## config.mk

```make
export PLATFORM = sky130hd
export DESIGN_NAME = dmem_mmio_flat
export DESIGN_NICKNAME = d
export VERILOG_FILES = /design/src/rtl/dmem_mmio_pkg.sv /design/src/rtl/dmem_mmio_if.sv /design/src/rtl/dmem_mmio_sync_fifo.sv /design/src/rtl/dmem_mmio.sv /design/src/flat_wrapper.sv
export SDC_FILE = /design/constraint.sdc
export NUM_CORES = 2
export LEC_CHECK = 0
export BUFFER_PORTS_ARGS = -buffer_cell sky130_fd_sc_hd__buf_2
export CAP_MARGIN = 15
export CORE_ASPECT_RATIO = 0.6
export CORE_UTILIZATION = 55
export CTS_CLUSTER_DIAMETER = 100
export CTS_CLUSTER_SIZE = 24
export DETAILED_ROUTE_END_ITERATION = 12
export GPL_ROUTABILITY_DRIVEN = 1
export PLACE_DENSITY = 0.68
export SYNTH_ARGS = -nofsm -noshare
export SYNTH_HDL_FRONTEND = slang
export SYNTH_SLANG_ARGS = --single-unit
```

## constraint.sdc

```tcl
create_clock -name clk -period 6.2 [get_ports clk]
set_input_delay 1.24 -clock clk [delete_from_list [all_inputs] [get_ports clk]]
set_output_delay 1.24 -clock clk [all_outputs]
set_load 0.005 [all_outputs]
```

## src/rtl/dmem_mmio_pkg.sv

```systemverilog
// rtl/dmem_mmio_pkg.sv - address map and STATUS layout for the data-side memory responder
package dmem_mmio_pkg;
    localparam logic [31:0] MMIO_BASE   = 32'h0000_0100;
    localparam logic [31:0] ADDR_LED    = 32'h0000_0100;
    localparam logic [31:0] ADDR_TIMER  = 32'h0000_0104;
    localparam logic [31:0] ADDR_TXDATA = 32'h0000_0108;
    localparam logic [31:0] ADDR_STATUS = 32'h0000_010C;

    localparam int STAT_FULL    = 0;
    localparam int STAT_EMPTY   = 1;
    localparam int STAT_OVF     = 2;
    localparam int STAT_CNT_LSB = 3;
    localparam int STAT_CNT_W   = 5;

    function automatic logic [29:0] word_of(input logic [31:0] a);
        return a[31:2];
    endfunction
endpackage

```

## src/rtl/dmem_mmio_if.sv

```systemverilog
// rtl/dmem_mmio_if.sv - load/store port plus TX byte stream between data_path and the responder
interface dmem_mmio_if;
    logic        we;
    logic [31:0] addr;
    logic [31:0] write_data;
    logic [31:0] read_data;
    logic [31:0] led;
    logic [7:0]  tx_data;
    logic        tx_valid;
    logic        tx_ready;

    modport master (
        output we, addr, write_data, tx_ready,
        input  read_data, led, tx_data, tx_valid
    );

    modport slave (
        input  we, addr, write_data, tx_ready,
        output read_data, led, tx_data, tx_valid
    );
endinterface

```

## src/rtl/dmem_mmio_sync_fifo.sv

```systemverilog
// rtl/dmem_mmio_sync_fifo.sv - single-clock FIFO; dout reads 0 while empty so the head is never X
module sync_fifo #(
    parameter int WIDTH = 8,
    parameter int DEPTH = 4,
    localparam int AW   = $clog2(DEPTH),
    localparam int CW   = AW + 1
) (
    input  logic             clk,
    input  logic             reset,
    input  logic             push,
    input  logic [WIDTH-1:0] din,
    input  logic             pop,
    output logic [WIDTH-1:0] dout,
    output logic             full,
    output logic             empty,
    output logic [CW-1:0]    count
);
    logic [WIDTH-1:0] r_mem [DEPTH];
    logic [AW-1:0]    r_rd;
    logic [AW-1:0]    r_wr;
    logic [CW-1:0]    r_count;
    logic             w_push;
    logic             w_pop;

    assign full   = (r_count == CW'(DEPTH));
    assign empty  = (r_count == '0);
    assign count  = r_count;
    assign w_push = push && !full;
    assign w_pop  = pop && !empty;
    assign dout   = empty ? '0 : r_mem[r_rd];

    always_ff @(posedge clk) begin
        if (w_push && !reset) r_mem[r_wr] <= din;
    end

    always_ff @(posedge clk) begin
        if (reset) begin
            r_rd    <= '0;
            r_wr    <= '0;
            r_count <= '0;
        end else begin
            if (w_push) r_wr <= r_wr + AW'(1);
            if (w_pop)  r_rd <= r_rd + AW'(1);
            case ({w_push, w_pop})
                2'b10:   r_count <= r_count + CW'(1);
                2'b01:   r_count <= r_count - CW'(1);
                default: r_count <= r_count;
            endcase
        end
    end
endmodule

```

## src/rtl/dmem_mmio.sv

```systemverilog
// rtl/dmem_mmio.sv - decoded data memory: RAM below 0x100, LED/TIMER/TXDATA/STATUS registers above
module dmem_mmio
    import dmem_mmio_pkg::*;
#(
    parameter int RAM_WORDS  = 64,
    parameter int FIFO_DEPTH = 4
) (
    input  logic        clk,
    input  logic        reset,
    dmem_mmio_if.slave  bus
);
    localparam int RAM_AW = $clog2(RAM_WORDS);
    localparam int CW     = $clog2(FIFO_DEPTH) + 1;

    logic [31:0]       r_ram [RAM_WORDS];
    logic [31:0]       r_led;
    logic [31:0]       r_timer;
    logic              r_ovf;

    logic [29:0]       w_word;
    logic              w_ram_hit;
    logic [RAM_AW-1:0] w_ram_idx;
    logic              w_led_hit;
    logic              w_timer_hit;
    logic              w_tx_hit;
    logic              w_status_hit;
    logic              w_push_req;
    logic              w_ovf_clr;
    logic              w_full;
    logic              w_empty;
    logic [CW-1:0]     w_count;
    logic [7:0]        w_dout;
    logic [31:0]       w_status;
    logic              w_unused;

    assign w_word       = word_of(bus.addr);
    assign w_ram_hit    = (bus.addr[31:8] == 24'd0) && ({26'd0, bus.addr[7:2]} < 32'(RAM_WORDS));
    assign w_ram_idx    = bus.addr[2 +: RAM_AW];
    assign w_led_hit    = (w_word == word_of(ADDR_LED));
    assign w_timer_hit  = (w_word == word_of(ADDR_TIMER));
    assign w_tx_hit     = (w_word == word_of(ADDR_TXDATA));
    assign w_status_hit = (w_word == word_of(ADDR_STATUS));
    assign w_unused     = &{1'b0, bus.addr[1:0], MMIO_BASE[0]};

    assign w_push_req = bus.we && w_tx_hit;
    assign w_ovf_clr  = bus.we && w_status_hit && bus.write_data[STAT_OVF];

    sync_fifo #(.WIDTH(8), .DEPTH(FIFO_DEPTH)) u_tx_fifo (
        .clk   (clk),
        .reset (reset),
        .push  (w_push_req),
        .din   (bus.write_data[7:0]),
        .pop   (bus.tx_ready),
        .dout  (w_dout),
        .full  (w_full),
        .empty (w_empty),
        .count (w_count)
    );

    always_ff @(posedge clk) begin
        if (!reset && bus.we && w_ram_hit) r_ram[w_ram_idx] <= bus.write_data;
    end

    // A push refused because the FIFO was full outranks a same-cycle overflow clear
    always_ff @(posedge clk) begin
        if (reset) begin
            r_led   <= '0;
            r_timer <= '0;
            r_ovf   <= 1'b0;
        end else begin
            if (bus.we && w_led_hit) r_led <= bus.write_data;
            r_timer <= (bus.we && w_timer_hit) ? bus.write_data : r_timer + 32'd1;
            if (w_push_req && w_full) r_ovf <= 1'b1;
            else if (w_ovf_clr)       r_ovf <= 1'b0;
        end
    end

    always_comb begin
        w_status                                 = '0;
        w_status[STAT_FULL]                      = w_full;
        w_status[STAT_EMPTY]                     = w_empty;
        w_status[STAT_OVF]                       = r_ovf;
        w_status[STAT_CNT_LSB +: STAT_CNT_W]     = STAT_CNT_W'(w_count);
    end

    always_comb begin
        bus.read_data = '0;
        if (w_ram_hit)         bus.read_data = r_ram[w_ram_idx];
        else if (w_led_hit)    bus.read_data = r_led;
        else if (w_timer_hit)  bus.read_data = r_timer;
        else if (w_status_hit) bus.read_data = w_status;
    end

    assign bus.led      = r_led;
    assign bus.tx_valid = !w_empty;
    assign bus.tx_data  = w_dout;
endmodule
```

## src/flat_wrapper.sv

```systemverilog
// flat-port wrapper written by rule: the top's interface ports become plain ports
module dmem_mmio_flat import dmem_mmio_pkg::*;
#(
    parameter int RAM_WORDS  = 64,
    parameter int FIFO_DEPTH = 4
)
  (clk, reset, bus_we, bus_addr, bus_write_data, bus_tx_ready, bus_read_data, bus_led, bus_tx_data, bus_tx_valid);
  dmem_mmio_if bus_i ();
  input  logic clk;
  input  logic reset;
  input wire logic [$bits(bus_i.we)-1:0] bus_we;
  input wire logic [$bits(bus_i.addr)-1:0] bus_addr;
  input wire logic [$bits(bus_i.write_data)-1:0] bus_write_data;
  input wire logic [$bits(bus_i.tx_ready)-1:0] bus_tx_ready;
  output wire logic [$bits(bus_i.read_data)-1:0] bus_read_data;
  output wire logic [$bits(bus_i.led)-1:0] bus_led;
  output wire logic [$bits(bus_i.tx_data)-1:0] bus_tx_data;
  output wire logic [$bits(bus_i.tx_valid)-1:0] bus_tx_valid;
  assign bus_i.we = bus_we;
  assign bus_i.addr = bus_addr;
  assign bus_i.write_data = bus_write_data;
  assign bus_i.tx_ready = bus_tx_ready;
  assign bus_read_data = bus_i.read_data;
  assign bus_led = bus_i.led;
  assign bus_tx_data = bus_i.tx_data;
  assign bus_tx_valid = bus_i.tx_valid;
  dmem_mmio #(.RAM_WORDS(RAM_WORDS), .FIFO_DEPTH(FIFO_DEPTH)) u_core (.clk(clk), .reset(reset), .bus(bus_i));
endmodule
```

Yosys cells after proc, flatten, opt, wreduce, memory -nomap -nowiden

Memory sizes are Yosys's and may differ from the RTL's. A register that Yosys moved wholly into a read port is not among the register bits.
Index checks and enable logic that the tools add are counted.

Register bits: 72
Bits in latches: 0
Memory bits (writable): 2080
Memory bits (read-only): 0
Input bits: 68
Output and inout port bits: 73
Logic and storage cells: 53
Memories: 2

Memories:

| memory                 | words | bits a word | read ports | clocked after Yosys merged registers in | wr ports | RTL line                  | text |
|---|---|---|---|---|---|---|---|
| u_core.r_ram           | 64    | 32          | 1          | 0                                       | 1        | dmem_mmio.sv:15           | `logic [31:0] r_ram [RAM_WORDS];` |
| u_core.u_tx_fifo.r_mem | 4     | 8           | 1          | 1                                       | 1        | dmem_mmio_sync_fifo.sv:18 | `logic [WIDTH-1:0] r_mem [DEPTH];` |

Add/sub/neg operators: 5
Multiply operators: 0
Divide/modulo/power cells: 0
Magnitude comparators: 0
Equal/unequal tests: 7
Shift operators: 0
Multiplexer cells: 15
Bitwise gates (word level): 0
Reductions and logical operators: 18

Operators with widths:

| cell                                                               | number |
|---|---|
| 32-bit 2-to-1 mux                                                  | 4 |
| 30-bit by 7-bit == test with 1-bit output, second input constant   | 4 |
| 32-bit by 1-bit adder with 32-bit output, second input constant    | 1 |
| 24-bit logical NOT                                                 | 1 |
| 1-bit logical AND                                                  | 11 |
| 8-bit 2-to-1 mux                                                   | 1 |
| 1-bit 2-to-1 mux                                                   | 6 |
| 6-bit 2-to-1 mux                                                   | 1 |
| 3-bit one-hot mux with 2 select lines                              | 1 |
| 2-bit by 1-bit adder with 2-bit output, second input constant      | 2 |
| 2-bit 2-to-1 mux                                                   | 2 |
| 2-bit nonzero test                                                 | 2 |
| 3-bit by 1-bit adder with 3-bit output, second input constant      | 1 |
| 3-bit == test, second input constant                               | 1 |
| 1-bit logical NOT                                                  | 3 |
| 3-bit logical NOT                                                  | 1 |
| 3-bit by 1-bit subtractor with 3-bit output, second input constant | 1 |
| 2-bit by 1-bit == test with 1-bit output, second input constant    | 1 |
| 2-bit == test, second input constant                               | 1 |

Logic depth before layout (Yosys ltp)

Word-level depth: 6
Mapped depth: 14
Depth with buffers taken out: 10

Cells and area by module

Synthesis repeated with hierarchy kept, for this count alone.

Cells, all modules: 4767
Area total of the unflattened synthesis: 84015.6 um2

By module, submodules not included:

| module    | instances | cells each | area each (um2) | sequential area each (um2) |
|---|---|---|---|---|
| dmem_mmio | 1         | 4662       | 82298.9         | 62800.2 |
| sync_fifo | 1         | 105        | 1716.6          | 1141.1 |

Worst setup path before layout

Ideal clock, no wire load.

Path type: in2reg
Start: input bus_addr[27]
End: memory u_core.r_ram[10][0], enable pin
Library setup time: 0.461 ns
Arrival time: 4.693 ns
Required time: 5.739 ns
Path slack: 1.046 ns
Cell stages on the path: 6
Path buffers: 1
Cell sequence: nor4_1 > nand4_1 > nor3_1 > clkbuf_1 > nand3_1 > nor3_1

Word-level cells in the longest chain between the ends: 4

Ends and longest elaborated chain:

| what                                   | RTL line           | text |
|---|---|---|
| start: declaration                     | flat_wrapper.sv:12 | `input wire logic [$bits(bus_i.addr)-1:0] bus_addr;` |
| 24-bit logical NOT                     | dmem_mmio.sv:37    | `assign w_ram_hit = (bus.addr[31:8] == 24'd0) && ({26'd0, bus.addr[7:2]} < 32'(RAM_WORDS));` |
| 1-bit logical AND                      | dmem_mmio.sv:61    | `if (!reset && bus.we && w_ram_hit) r_ram[w_ram_idx] <= bus.write_data;` |
| 1-bit 2-to-1 mux                       | dmem_mmio.sv:61    |  |
| 1-bit 2-to-1 mux (implied by the code) | dmem_mmio.sv:61    |  |
| end: declaration                       | dmem_mmio.sv:15    |  |

Every way passes these cells.

Worst setup path in the final report

Start: input bus_addr[4]
End: output bus_read_data[19]

Word-level cells in the longest chain between the ends: 4
Elaborated cells between the ends (all ways): 6
Classes of those cells: 2 x eq/ne; 3 x mux; 1 x memory

Ends and longest elaborated chain:

| what                                                                       | RTL line           | text |
|---|---|---|
| parallel branches: the longest is 3 deep, another holds memory 64 x 32 bit | n/a                |  |
| 32-bit 2-to-1 mux (*)                                                      | dmem_mmio.sv:88    | `if (w_ram_hit) bus.read_data = r_ram[w_ram_idx];` |
| end: declaration                                                           | flat_wrapper.sv:15 | `output wire logic [$bits(bus_i.read_data)-1:0] bus_read_data;` |

Every way passes the cells marked *.

==> flow_summary.ini <==
[cts]
cts_root_buf = clkbuf_16
cts-buffers-inserted = 99
clock_latency_ns = 0.75
cts_hold_buf = 0
cts.repair.resized = 0
htree_num_levels = 3
clkSinkCount = 2154
cts.clk_slew.worst_paths_ns = 0.11
cts_setup_buffers = 0
cts_tree = yes
ctsLongestPathBuffers = 3

[floorplanning]
die_h_um = 305
num_io_pins = 141
start_util_pct = 55.8
row_count = 110
core_um2 = 151000
die_w_um = 507
dieArea_um2 = 155000

[layout]
mostFrequentLayoutCell = edfxtp_1
final_cell_mix = 2,080 x edfxtp_1, 312 x buf_4, 302 x a221oi_1
post-route-util_pct = 61.3
layout-drive-gt1-share_pct = 19.8
syn_to_final_growth_pct = 9.85
nNetsFinal = 5149

[grt]
grt_pass1_vias = 46900
antenna_found_initial = 10
grt_max_degree = 75
grt-ovfl-total = 0
track_usage_pct = 34.7
grt_pass1_wl_um = 374000

[setup_path]
r2r_end = u_core.u_tx_fifo.count[2]
ff2ff_setup_slack_ns = 3.57
crit_path_start_kind = input port
critPathMaxStageDelay_ns = 0.59
r2r-start = u_core.u_tx_fifo.count[0]
worstRegToRegCells = 9
startpoint = bus_addr[4]
cp-endpoint = bus_read_data[19]
path_class = input port to output port
crit_arrival_ns = 4.71
crit_path_max_fanout = 55
crit_path_cell_trace = buf_8 > buf_4 > nor3b_4 > buf_4 > a221oi_1 > o21a_1 > o31ai_1 > o41a_1 > buf_2
cp.required_ns = 4.96
path_common_cell = buf_4
slowest_stage = o31ai_1
worstSetupEndpointType = output port

[synth]
synth-edff-count = 2080
synth.area.top_cells = edfxtp_1 74%, a221oi_1 3.1%, mux2i_1 2.7%, mux2_2 2.7%, mux4_2 2.2%
netlist_instances = 4805
ys_types = 84
netlist_area_um2 = 84100
yosysSeqAreaShare_pct = 76.0
yosysTopAreaCell = edfxtp_1
synth_nets = 4880
synth_seq_cells = 2154
yosys_warnings = 0
avgSynthCellArea_um2 = 17.5
synth_top_flop_cell = edfxtp_1
netlist.area_leader.share_pct = 74.2
synth-async-reset-ratio_pct = 0

[timing]
relSlewSlack_pct = 21.0
maxSlewViolCount = 0
tns_ns = 0
tightest_slew_ns = 1.19
finClkSkew_ns = 0.0192
min_period_over_period_pct = 96.0
hold_viol_final = 0
fmax_mhz = 168
rsz0062_at_grt = no
min_period_ns = 5.95
finalSetupViolations = 0

[job]
maxCapViolations = 0

[detailed_routing]
routed_wl_um = 271000
drtAntennaViolNets = 0
drc = 0
wl_per_cell_um = 38.0
vias_per_cell = 7.20
drt-initial-drc-count = 10200
dr.pass1.iters = 9
vias = 51300

[power]
ir_drop_uv = 237
p_leak_nw = 29.2
powerDensity_nw_per_um2 = 270

[placed_design]
portBuffers = 138
gp_congestion = 0.901
post-dp-hpwl_um = 165000

[worst_hold_path]
holdCritPathClass = flip-flop to flip-flop

[outcome]
status = complete, no violations
[critical path: cells and delay by family]
kind            cells  cell delay [ns]
compound gates      4             1.32
buf+inv             4             1.67
simple gates        1             0.37
[logic make-up after synthesis]
family | Yosys count | share of synthesized area [%]
AOI/OAI and AO/OA | 1143 | 10.3
xor gates and xnor gates | 35 | 0.364
adders and majority gates | 7 | 0.113
buffers and inverters | 359 | 2.23
DFF | 2154 | 76.0
muxes | 527 | 7.85
and+or+nand+nor | 580 | 3.09
[sequential cells by signal (all words and copies together) (netlist names), named ones only]
register                flops
u_core.r_ovf                1
u_core.bus.led             32
u_core.u_tx_fifo.r_rd       2
u_core.u_tx_fifo.count      3
u_core.u_tx_fifo.r_mem     32
u_core.r_ram             2048
u_core.u_tx_fifo.r_wr       2
u_core.r_timer             32
[area by class of cell]
type,instances,area (um^2)
Clock buffer,130,2620
Fill cell,10800,58400
Antenna cell,6,15.0
Sequential cell,2154,63900
Multi-Input combinational cell,2292,18900
Inverter,11,52.6
Timing Repair Buffer,516,4380
Clock inverter,3,33.8
Tap cell,2016,2520
[power by group]
part           switching, mW  total [mW]  internal, mW
sequential           0.00211        15.9          15.9
combinational           1.21        1.72         0.512
clock                   4.36        7.33          2.97
total                   5.57        25.0          19.4
[metal layers]
layer	wire length [um]	global-route usage, %	share of wire [%]
met1	104000	52.1	38
met3	41500	9.98	15
met4	11200	12.5	4.1
met2	114000	48.4	42
met5	46	0	0.017
[worst min-delay path by stage]
stage	depth (start not counted)	to	start
3_5_place_dp	2	u_core.bus.led[28]	u_core.bus.led[28]
3_3_place_gp	2	u_core.r_ovf	u_core.r_ovf
2_1_floorplan	2	u_core.r_ovf	u_core.r_ovf
5_1_grt	2	u_core.r_ovf	u_core.r_ovf
6_report	2	u_core.bus.led[28]	u_core.bus.led[28]
4_1_cts	2	u_core.bus.led[28]	u_core.bus.led[28]
[metrics by stage]
| step | std cells | hold slack [ns] | instance area [um^2] | total power, mW | setup WS, ns |
|---|---|---|---|---|---|
| global route | 7122 | 0.497 | 92400 | 25.4 | 0.344 |
| floorplan | 4805 | 0.448 | 84100 | 17.0 | 1.05 |
| finish | 7128 | 0.478 | 92400 | 25.0 | 0.248 |
| CTS | 7122 | 0.478 | 92400 | 24.9 | 0.414 |
| detailed placement | 6989 | 0.463 | 89800 | 17.9 | 0.422 |
| global placement | 6988 | 0.458 | 89700 | 17.9 | 0.421 |
[synth_stat cells, types with 8 or more instances]
cell	number
nand2_1	195
o2bb2ai_1	31
buf_2	129
nand3_1	23
o31a_1	14
buf_4	52
inv_1	8
and4_1	8
mux2i_1	226
xor2_1	22
o22a_1	18
a22o_1	41
nor3_1	15
dfxtp_1	74
edfxtp_1	2080
mux2_1	13
buf_1	33
o311a_1	8
nand2b_1	11
o211ai_1	14
and3_1	11
o21ai_0	119
a222oi_1	14
o221ai_1	32
a31oi_1	15
a221o_1	80
a211oi_1	37
xnor2_1	13
and2_1	21
clkbuf_1	112
a221oi_1	302
a21oi_1	119
mux4_2	82
mux2_2	199
nor2b_1	11
nand4_1	14
nor2_1	227
buf_6	21
o22ai_1	105
a22oi_1	152
(Power assumes the default switching activity.)
